--- src/rtl/dc_decode_controller_if.sv ---
// Bundle between the DC decode controller, its bit source, the external DC
// Huffman table and the coefficient consumer.
interface dc_decode_controller_if #(
  parameter int DC_W = 12
) ();
  logic                   bit_in;
  logic                   bit_valid;
  logic                   bit_ready;
  logic [0:15]            tbl_bit_series;
  logic [4:0]             tbl_length;
  logic [3:0]             tbl_s_value;
  logic [3:0]             tbl_r_value;
  logic                   tbl_is_valid;
  logic                   dc_valid;
  logic                   dc_ready;
  logic signed [DC_W-1:0] dc_value;
  logic signed [DC_W-1:0] dc_diff;
  logic [3:0]             dc_size;
  logic                   pred_clear;
  logic                   err;
  logic                   err_clear;

  modport master (
    input  bit_in, bit_valid, tbl_s_value, tbl_r_value, tbl_is_valid,
           dc_ready, pred_clear, err_clear,
    output bit_ready, tbl_bit_series, tbl_length, dc_valid, dc_value,
           dc_diff, dc_size, err
  );

  modport slave (
    output bit_in, bit_valid, tbl_s_value, tbl_r_value, tbl_is_valid,
           dc_ready, pred_clear, err_clear,
    input  bit_ready, tbl_bit_series, tbl_length, dc_valid, dc_value,
           dc_diff, dc_size, err
  );
endinterface

--- src/rtl/dc_decode_controller.sv ---
// DC coefficient decode sequencer: grows a Huffman code bit by bit against an
// external table, gathers the amplitude bits and accumulates the DC predictor.
module dc_decode_controller #(
  parameter int DC_W = 12
) (
  input logic              clk,
  input logic              rst,
  dc_decode_controller_if.master bus
);

  typedef enum logic [1:0] {CODE, AMP, OUT, ERR} state_t;

  state_t                 state;
  logic [0:15]            code_q;
  logic [4:0]             len_q;
  logic [3:0]             r_q;
  logic [3:0]             cnt_q;
  logic [10:0]            amp_q;
  logic signed [DC_W-1:0] pred_q;
  logic signed [DC_W-1:0] diff_q;
  logic signed [DC_W-1:0] value_q;
  logic [3:0]             size_q;
  logic                   valid_q;
  logic                   err_q;

  logic                   ready;
  logic                   take;
  logic                   len_full;
  logic                   tbl_bad;
  logic [10:0]            amp_nxt;
  logic [3:0]             cnt_nxt;
  logic                   amp_done;
  logic [10:0]            top_bit;
  logic                   amp_neg;
  logic signed [DC_W-1:0] amp_ext;
  logic signed [DC_W-1:0] diff_nxt;

  always_comb begin
    len_full = (len_q == 5'd16);
    tbl_bad  = bus.tbl_is_valid &&
               ((bus.tbl_r_value > 4'd11) || (bus.tbl_s_value != 4'd0));
    case (state)
      CODE:    ready = !bus.tbl_is_valid && !len_full;
      AMP:     ready = 1'b1;
      default: ready = 1'b0;
    endcase
    if (rst) ready = 1'b0;
  end

  assign take = bus.bit_valid && ready;

  // Amplitude decode: a leading 0 marks a negative value, offset by 2^r - 1.
  always_comb begin
    amp_nxt  = {amp_q[9:0], bus.bit_in};
    cnt_nxt  = cnt_q + 4'd1;
    amp_done = (cnt_nxt == r_q);
    top_bit  = 11'd1 << (r_q - 4'd1);
    amp_neg  = ~|(amp_nxt & top_bit);
    amp_ext  = DC_W'(amp_nxt);
    if (amp_neg) diff_nxt = amp_ext - (DC_W'(top_bit) << 1) + DC_W'(1);
    else         diff_nxt = amp_ext;
  end

  always_ff @(posedge clk) begin
    if (rst) begin
      state   <= CODE;
      code_q  <= '0;
      len_q   <= '0;
      r_q     <= '0;
      cnt_q   <= '0;
      amp_q   <= '0;
      pred_q  <= '0;
      diff_q  <= '0;
      value_q <= '0;
      size_q  <= '0;
      valid_q <= 1'b0;
      err_q   <= 1'b0;
    end else begin
      case (state)
        CODE: begin
          if (tbl_bad) begin
            err_q <= 1'b1;
            state <= ERR;
          end else if (bus.tbl_is_valid) begin
            if (bus.tbl_r_value == 4'd0) begin
              diff_q  <= '0;
              size_q  <= '0;
              value_q <= pred_q;
              valid_q <= 1'b1;
              state   <= OUT;
            end else begin
              r_q   <= bus.tbl_r_value;
              amp_q <= '0;
              cnt_q <= '0;
              state <= AMP;
            end
          end else if (len_full) begin
            err_q <= 1'b1;
            state <= ERR;
          end else if (take) begin
            code_q[len_q[3:0]] <= bus.bit_in;
            len_q              <= len_q + 5'd1;
          end
        end
        AMP: begin
          if (take) begin
            amp_q <= amp_nxt;
            cnt_q <= cnt_nxt;
            if (amp_done) begin
              diff_q  <= diff_nxt;
              size_q  <= r_q;
              value_q <= pred_q + diff_nxt;
              valid_q <= 1'b1;
              state   <= OUT;
            end
          end
        end
        OUT: begin
          if (bus.dc_ready) begin
            pred_q  <= value_q;
            code_q  <= '0;
            len_q   <= '0;
            valid_q <= 1'b0;
            state   <= CODE;
          end
        end
        ERR: begin
          if (bus.err_clear) begin
            code_q <= '0;
            len_q  <= '0;
            err_q  <= 1'b0;
            state  <= CODE;
          end
        end
        default: state <= CODE;
      endcase
      // Clear takes priority over the handshake's predictor update.
      if (bus.pred_clear) pred_q <= '0;
    end
  end

  assign bus.bit_ready      = ready;
  assign bus.tbl_bit_series = code_q;
  assign bus.tbl_length     = len_q;
  assign bus.dc_valid       = valid_q;
  assign bus.dc_value       = value_q;
  assign bus.dc_diff        = diff_q;
  assign bus.dc_size        = size_q;
  assign bus.err            = err_q;

endmodule
--- src/flat_wrapper.sv ---
// flat-port wrapper written by rule: the top's interface ports become plain ports
module dc_decode_controller_flat 
#(
  parameter int DC_W = 12
)
  (clk, rst, bus_bit_in, bus_bit_valid, bus_tbl_s_value, bus_tbl_r_value, bus_tbl_is_valid, bus_dc_ready, bus_pred_clear, bus_err_clear, bus_bit_ready, bus_tbl_bit_series, bus_tbl_length, bus_dc_valid, bus_dc_value, bus_dc_diff, bus_dc_size, bus_err);
  dc_decode_controller_if #(.DC_W(DC_W)) bus_i ();
  input logic clk;
  input logic rst;
  input wire logic [$bits(bus_i.bit_in)-1:0] bus_bit_in;
  input wire logic [$bits(bus_i.bit_valid)-1:0] bus_bit_valid;
  input wire logic [$bits(bus_i.tbl_s_value)-1:0] bus_tbl_s_value;
  input wire logic [$bits(bus_i.tbl_r_value)-1:0] bus_tbl_r_value;
  input wire logic [$bits(bus_i.tbl_is_valid)-1:0] bus_tbl_is_valid;
  input wire logic [$bits(bus_i.dc_ready)-1:0] bus_dc_ready;
  input wire logic [$bits(bus_i.pred_clear)-1:0] bus_pred_clear;
  input wire logic [$bits(bus_i.err_clear)-1:0] bus_err_clear;
  output wire logic [$bits(bus_i.bit_ready)-1:0] bus_bit_ready;
  output wire logic [$bits(bus_i.tbl_bit_series)-1:0] bus_tbl_bit_series;
  output wire logic [$bits(bus_i.tbl_length)-1:0] bus_tbl_length;
  output wire logic [$bits(bus_i.dc_valid)-1:0] bus_dc_valid;
  output wire logic [$bits(bus_i.dc_value)-1:0] bus_dc_value;
  output wire logic [$bits(bus_i.dc_diff)-1:0] bus_dc_diff;
  output wire logic [$bits(bus_i.dc_size)-1:0] bus_dc_size;
  output wire logic [$bits(bus_i.err)-1:0] bus_err;
  assign bus_i.bit_in = bus_bit_in;
  assign bus_i.bit_valid = bus_bit_valid;
  assign bus_i.tbl_s_value = bus_tbl_s_value;
  assign bus_i.tbl_r_value = bus_tbl_r_value;
  assign bus_i.tbl_is_valid = bus_tbl_is_valid;
  assign bus_i.dc_ready = bus_dc_ready;
  assign bus_i.pred_clear = bus_pred_clear;
  assign bus_i.err_clear = bus_err_clear;
  assign bus_bit_ready = bus_i.bit_ready;
  assign bus_tbl_bit_series = bus_i.tbl_bit_series;
  assign bus_tbl_length = bus_i.tbl_length;
  assign bus_dc_valid = bus_i.dc_valid;
  assign bus_dc_value = bus_i.dc_value;
  assign bus_dc_diff = bus_i.dc_diff;
  assign bus_dc_size = bus_i.dc_size;
  assign bus_err = bus_i.err;
  dc_decode_controller #(.DC_W(DC_W)) u_core (.clk(clk), .rst(rst), .bus(bus_i));
endmodule
--- config.mk ---
export PLATFORM = sky130hd
export DESIGN_NAME = dc_decode_controller_flat
export DESIGN_NICKNAME = d
export VERILOG_FILES = /design/src/rtl/dc_decode_controller_if.sv /design/src/rtl/dc_decode_controller.sv /design/src/flat_wrapper.sv
export SDC_FILE = /design/constraint.sdc
export NUM_CORES = 1
export LEC_CHECK = 0
export CAP_MARGIN = 20
export CORE_UTILIZATION = 50
export CTS_CLUSTER_DIAMETER = 60
export DETAILED_ROUTE_END_ITERATION = 16
export PLACE_DENSITY = 0.74
export SKIP_CTS_REPAIR_TIMING = 1
export SYNTH_ARGS = -nofsm -noshare
export SYNTH_HDL_FRONTEND = slang
export SYNTH_SLANG_ARGS = --single-unit
--- constraint.sdc ---
create_clock -name clk -period 7.9 [get_ports clk]
set_input_delay 1.58 -clock clk [delete_from_list [all_inputs] [get_ports clk]]
set_output_delay 1.58 -clock clk [all_outputs]
set_load 0.02 [all_outputs]
Word level (Yosys, flattened, before mapping)
Index checks and enable logic that the tools add are counted.
{"block": "classes", "n_addsub": 6, "n_lt_le_gt_ge": 3, "eq_ne": 19, "n_shift": 1, "mux": 69, "bitwise": 4, "reduce_logical": 24}
{"cell": "12-bit two-way mux", "n": 11}
{"cell": "16-bit two-way mux", "n": 6}
{"cell": "12-bit one-hot mux with 2 select lines", "n": 2}
{"cell": "16-bit one-hot mux with 3 select lines", "n": 1}
{"cell": "10-bit two-way mux", "n": 4}
{"cell": "4-bit two-way mux", "n": 9}
{"cell": "5-bit two-way mux", "n": 6}
{"cell": "10-bit one-hot mux with 2 select lines", "n": 1}
{"cell": "16-bit bitwise mux", "n": 1}
{"cell": "2-bit two-way mux", "n": 8}
{"cell": "4-bit one-hot mux with 2 select lines", "n": 2}
{"cell": "5-bit one-hot mux with 3 select lines", "n": 1}
{"cell": "2-bit inequality test (second input constant)", "n": 7}
{"cell": "7-bit AND reduction", "n": 2}
{"cell": "12-bit by 1-bit adder with 12-bit output (second input constant)", "n": 1}
{"cell": "12-bit adder", "n": 1}
{"cell": "1-bit two-way mux", "n": 12}
{"cell": "11-bit by 12-bit subtractor with 12-bit output", "n": 1}
{"cell": "11-bit bitwise AND", "n": 1}
{"cell": "11-bit OR reduction", "n": 1}
{"cell": "1-bit by 4-bit left shift with 11-bit output (first input constant)", "n": 1}
{"cell": "5-bit AND reduction", "n": 2}
{"cell": "2-bit by 1-bit inequality test with 1-bit output (second input constant)", "n": 4}
{"cell": "2-bit one-hot mux with 4 select lines", "n": 1}
{"cell": "30 further kinds", "n": 40}
{"block": "totals", "reg_bits": 83, "input_bits": 16, "output_inout_bits": 52}

Logic depth before layout (Yosys ltp)
{"block": "depth", "word_depth": 11, "ltp_mapped": 19, "mapped_depth_nobuf": 19}

Worst setup path after synthesis
OpenSTA, ideal clock, no wires.
{"block": "synth_timing", "path_kind": "input port to flip-flop", "start": "in bus_bit_in", "end": "reg u_core.value_q[11] (netlist: u_core.bus.dc_value[11])", "setup_time_ns": 0.079, "arrival_time_ns": 4.437, "setup_slack_ns": 3.384, "path_stages": 15, "n_path_buf": 0, "cell_sequence": "ha_1 > fa_1 > a211oi_1 > o21bai_1 > a21oi_1 > xnor2_1 > mux2_2 > ha_1 > a21o_1 > a21o_1 > a41oi_1 > a21oi_1 > xnor2_1 > nand3_1 > o211ai_1"}
{"block": "synth_via", "elab_chain_cells": 7, "word_cells_on_any_way": 9, "classes_between": "add/sub: 3; mux: 4; bitwise: 1; reduce/logical: 1"}
{"element": "start: declaration", "line_no": "flat_wrapper.sv:10", "rtl": "input wire logic [$bits(bus_i.bit_in)-1:0] bus_bit_in;"}
{"element": "11-bit by 12-bit subtractor with 12-bit output / 11-bit bitwise AND (equally long branches)", "line_no": "dc_decode_controller.sv:60, dc_decode_controller.sv:58"}
{"element": "12-bit by 1-bit adder with 12-bit output / 11-bit OR reduction (equally long branches)", "line_no": "dc_decode_controller.sv:60, dc_decode_controller.sv:58"}
{"element": "12-bit two-way mux (*)", "line_no": "dc_decode_controller.sv:60", "rtl": "if (amp_neg) diff_nxt = amp_ext - (DC_W'(top_bit) << 1) + DC_W'(1);"}
{"element": "12-bit adder (*)", "line_no": "dc_decode_controller.sv:112", "rtl": "value_q <= pred_q + diff_nxt;"}
{"element": "12-bit two-way mux (*)", "line_no": "dc_decode_controller.sv:109", "rtl": "if (amp_done) begin"}
{"element": "12-bit two-way mux (*)", "line_no": "dc_decode_controller.sv:106", "rtl": "if (take) begin"}
{"element": "12-bit one-hot mux with 2 select lines (*)", "line_no": "dc_decode_controller.sv:79", "rtl": "case (state)"}
{"element": "end signal: assignment", "line_no": "dc_decode_controller.sv:88", "rtl": "value_q <= pred_q;"}
{"element": "end signal: assignment", "line_no": "dc_decode_controller.sv:112"}
{"element": "end: declaration", "line_no": "dc_decode_controller.sv:21", "rtl": "logic signed [DC_W-1:0] value_q;"}
Every way passes the cells marked *; elsewhere a longest branch is shown, timed or not. The select of a mux whose other input is x is not followed.
A chain may end at the register's enable or synchronous reset.

Final worst setup path
Same ends and word-level chain as after synthesis.

==> PnR_summary.wiki <==
{| class="wikitable"
! Metric !! Value
|-
| Outcome || finished clean
|-
| Slew at the pin with the worst max-slew slack || 0.831 ns
|-
| Final routed wirelength across all metal layers || 13000 um
|-
| Worst-case reg-to-reg path depth || 17
|-
| Dpl hpwl || ~9300 um
|-
| Mapped cell area || 5060 sq um
|-
| Number of diodes || 0
|-
| Average instance area after synthesis || ~8.0 sq um
|-
| Category of the most critical setup path || in -> reg
|-
| Crit path arrival time || ~5.6 ns
|-
| Synthesis-to-layout area growth || 17.2%
|-
| Vias in the first global route || roughly 4400
|-
| Pwr Density || between 200 and 250 nW/um^2
|-
| Initial Util || between 50% and 60%
|-
| Number of input and output port buffers inserted || 67
|-
| Sum of overflow across all layers after global routing || 0
|-
| Width of the die || between 100 and 150 um
|-
| RSZ-0062 raised after global routing || false
|-
| Async set-or-reset flop fraction in the synthesized netlist || 0%
|-
| Highest net fanout along the worst path || 9
|-
| Final cycle utilization of the critical path || about 67%
|-
| TritonCTS Buffers || 9
|-
| Combined global-route utilization of all metal layers || between 20% and 30%
|-
| Part of the Yosys area used for sequential elements || 32.9%
|-
| Total via count after detailed routing || 4754
|-
| Post-synth EDFFs || 0
|-
| Max-slew headroom || 44.4%
|-
| Primary flip-flop cell chosen by synthesis mapping || sky130_fd_sc_hd__dfxtp_1
|-
| Area of the core || a little under 10000 sq um
|-
| Final std cell area, no fill || 5930 sq um
|-
| Final #Nets || 736
|-
| Initial antenna violation count || 0
|-
| Data required time of the worst path || 8.18 ns
|-
| Pre-antenna DRT Iters || 5
|-
| Classification of the worst-slack hold path || reg -> reg
|-
| Flops & latches, synth || 83
|-
| Maximum root-to-sink buffer count || 2
|-
| Iteration-0 DRC count of the detailed router || between 200 and 300
|-
| MaxCap Viol Count || 0
|-
| Final antenna-violating net count || 0
|-
| Hold Path Depth || 2
|-
| Library cell used as clock root buffer || sky130_fd_sc_hd__clkbuf_8
|-
| Peak VDD IR || around 200 uV
|-
| Crit path time final || ~5.3 ns
|-
| First-pass GRT wire length || between 20000 and 25000 um
|-
| Synth Instances || around 630
|-
| Reg clk slew, reported paths || approximately 0.09 ns
|-
| Total negative slack for setup checks || 0 ns
|-
| Net count of the mapped netlist || around 690
|-
| Wire per inst || between 15 and 20 um
|-
| Final max-slew violation count || 0
|-
| Mean number of vias per cell || 5.85
|-
| Setup violation total in the final timing report || 0
|-
| Standby leakage power || 2.14 nW
|-
| Ys Warns || 0
|-
| Fraction of final layout cells with drive strength greater than 1 || about 5.7%
|-
| Number of rows created at floorplan || 36
|-
| Die area || 10500 sq um
|-
| Sink Count || 83
|-
| Startpoint type of the worst setup path || input pin
|-
| Sort of element at the end of the critical path || flop
|-
| Placed cell area || between 5000 and 6000 sq um
|-
| H-Tree Depth || 3
|-
| Worst setup slack for register-to-register paths || 3.38 ns
|-
| Clock latency of the later-clocked register in the worst-skew pair || about 0.35 ns
|-
| Pin count of the biggest net entering global routing || 55
|-
| Max Clock Skew || approximately 0.011 ns
|-
| Achievable clock frequency || around 190 MHz
|-
| Number of distinct library cells after synthesis || slightly below 60
|-
| GPL Wtd Cong || between 0.8 and 0.9
|-
| I/O pins || ~70
|-
| End-of-flow core utilization || roughly three fifths
|-
| Final hold violations || 0
|-
| Die span in y || around 100 um
|-
| Clock tree from TritonCTS || built
|-
| DRC violation count after routing || 0
|}
path summary, 6_finish.rpt:
check / from / endpoint
max: bus_bit_in / u_core.bus.dc_value[11]
max reg2reg: u_core.r_q[1] / u_core.bus.dc_value[11]
min: u_core.bus.dc_diff[8] / u_core.bus.dc_diff[8]
min reg2reg: u_core.bus.dc_diff[8] / u_core.bus.dc_diff[8]
per-stage QoR:
step	std cells	hold slack [ns]	power (mW)	setup slack [ns]
floorplan	634	0.449	0.919	3.38
global placement	798	0.438	1.06	2.38
detailed placement	798	0.448	1.07	2.29
CTS	811	0.458	1.40	2.61
global route	812	0.479	1.50	2.30
finish	812	0.457	1.41	2.60
flip-flops by register name (all words and copies together) (netlist names), 5 cells and up:
name	count
u_core.amp_q	10
u_core.bus.tbl_length	5
u_core.pred_q	12
u_core.bus.dc_diff	12
u_core.bus.dc_value	12
u_core.bus.tbl_bit_series	16
cell families (layout without fill, tap and decap cells):
family / Yosys count / in the layout / synth area share [%]
AOI/OAI and AO/OA: 189 / 189 / 22.5
xor gates and xnor gates: 24 / 24 / 4.31
adders and majority gates: 43 / 43 / 10.9
buffers and inverters: 59 / 104 / 5.44
DFF: 83 / 83 / 32.9
muxes: 19 / 19 / 3.93
and+or+nand+nor: 217 / 217 / 20.0
critical path, cell delays in order:
cell                              delay, ns
sky130_fd_sc_hd__clkdlybuf4s50_1       0.66
sky130_fd_sc_hd__ha_1                  0.37
sky130_fd_sc_hd__fa_1                  0.43
sky130_fd_sc_hd__a211oi_1              0.31
sky130_fd_sc_hd__o21bai_1              0.13
sky130_fd_sc_hd__a21oi_1               0.21
sky130_fd_sc_hd__xnor2_1               0.08
sky130_fd_sc_hd__mux2_2                0.30
sky130_fd_sc_hd__ha_1                  0.35
sky130_fd_sc_hd__a21o_1                0.20
sky130_fd_sc_hd__a21o_1                0.17
sky130_fd_sc_hd__a41oi_1               0.24
sky130_fd_sc_hd__a21oi_1               0.12
sky130_fd_sc_hd__xnor2_1               0.20
sky130_fd_sc_hd__nand3_1               0.10
sky130_fd_sc_hd__o211ai_1              0.11
synthesized netlist by cell type (2+ instances only):
cell	n	area (sq um)
sky130_fd_sc_hd__a21oi_1	93	465
sky130_fd_sc_hd__xor2_1	8	70.1
sky130_fd_sc_hd__a21oi_2	2	17.5
sky130_fd_sc_hd__o22ai_1	2	12.5
sky130_fd_sc_hd__dfxtp_1	83	1660
sky130_fd_sc_hd__ha_1	41	513
sky130_fd_sc_hd__o21a_1	6	45.0
sky130_fd_sc_hd__nor2_1	37	139
sky130_fd_sc_hd__a211o_1	2	17.5
sky130_fd_sc_hd__clkbuf_1	24	90.1
sky130_fd_sc_hd__o211ai_1	6	45.0
sky130_fd_sc_hd__and2_1	3	18.8
sky130_fd_sc_hd__buf_4	2	15.0
sky130_fd_sc_hd__a41oi_1	2	17.5
sky130_fd_sc_hd__mux2_2	7	78.8
sky130_fd_sc_hd__o32ai_1	2	17.5
sky130_fd_sc_hd__a32oi_1	4	35.0
sky130_fd_sc_hd__nor3_1	8	40.0
sky130_fd_sc_hd__mux2i_1	12	120
sky130_fd_sc_hd__and3_1	7	43.8
sky130_fd_sc_hd__xnor2_1	15	131
sky130_fd_sc_hd__buf_2	7	35.0
sky130_fd_sc_hd__buf_6	5	56.3
sky130_fd_sc_hd__nand2_1	98	368
sky130_fd_sc_hd__inv_1	20	75.1
sky130_fd_sc_hd__a22oi_1	6	45.0
sky130_fd_sc_hd__nand2b_1	3	18.8
sky130_fd_sc_hd__a211oi_1	12	90.1
sky130_fd_sc_hd__nand4b_1	3	26.3
sky130_fd_sc_hd__a31oi_1	4	25.0
sky130_fd_sc_hd__a21o_1	6	45.0
sky130_fd_sc_hd__o21ai_1	2	10.0
sky130_fd_sc_hd__o21ai_0	31	155
sky130_fd_sc_hd__nand3_1	33	165
sky130_fd_sc_hd__nor2b_1	11	68.8
sky130_fd_sc_hd__nand3b_1	3	22.5
sky130_fd_sc_hd__fa_1	2	40.0
sky130_fd_sc_hd__a31o_2	2	17.5
where the power goes:
part	internal, mW	switching, mW	total [mW]
Sequential	0.458	0.0361	0.494
Combinational	0.196	0.384	0.580
Clock	0.181	0.153	0.334
layer usage:
layer / routed length (um) / GRT usage [%] / up-vias
met2: 5980 / 41.4 / 158
met3: 872 / 4.95 / 22
li1: - / - / 2320
met1: 6000 / 35.3 / 2254
met5: 0 / 0 / -
met4: 192 / 7.25 / 0
cell usage in the layout, fill, tap and decap left out, drive strengths merged, types with 3 or more instances in the layout:
| master | instances |
|---|---|
| a211oi | 13 |
| a21o | 6 |
| a21oi | 95 |
| a22oi | 7 |
| a31oi | 4 |
| a32oi | 4 |
| and2 | 4 |
| and3 | 7 |
| buf | 5 |
| clkbuf | 10 |
| clkdlybuf4s50 | 66 |
| dfxtp | 83 |
| ha | 41 |
| inv | 20 |
| mux2 | 7 |
| mux2i | 12 |
| nand2 | 98 |
| nand2b | 3 |
| nand3 | 33 |
| nand3b | 3 |
| nand4b | 3 |
| nor2 | 38 |
| nor2b | 11 |
| nor3 | 8 |
| o211ai | 6 |
| o21a | 6 |
| o21ai | 33 |
| xnor2 | 15 |
| xor2 | 9 |
layout make-up:
| type | instances | area [sq um] |
|---|---|---|
| Sequential cell | 83 | 1660 |
| Fill cell | 898 | 3850 |
| Clock inverter | 3 | 65.1 |
| Timing Repair Buffer | 71 | 696 |
| Tap cell | 133 | 166 |
| Clock buffer | 10 | 138 |
| Multi-Input combinational cell | 492 | 3120 |
| Inverter | 20 | 75.1 |
(Power assumes the default switching activity.)
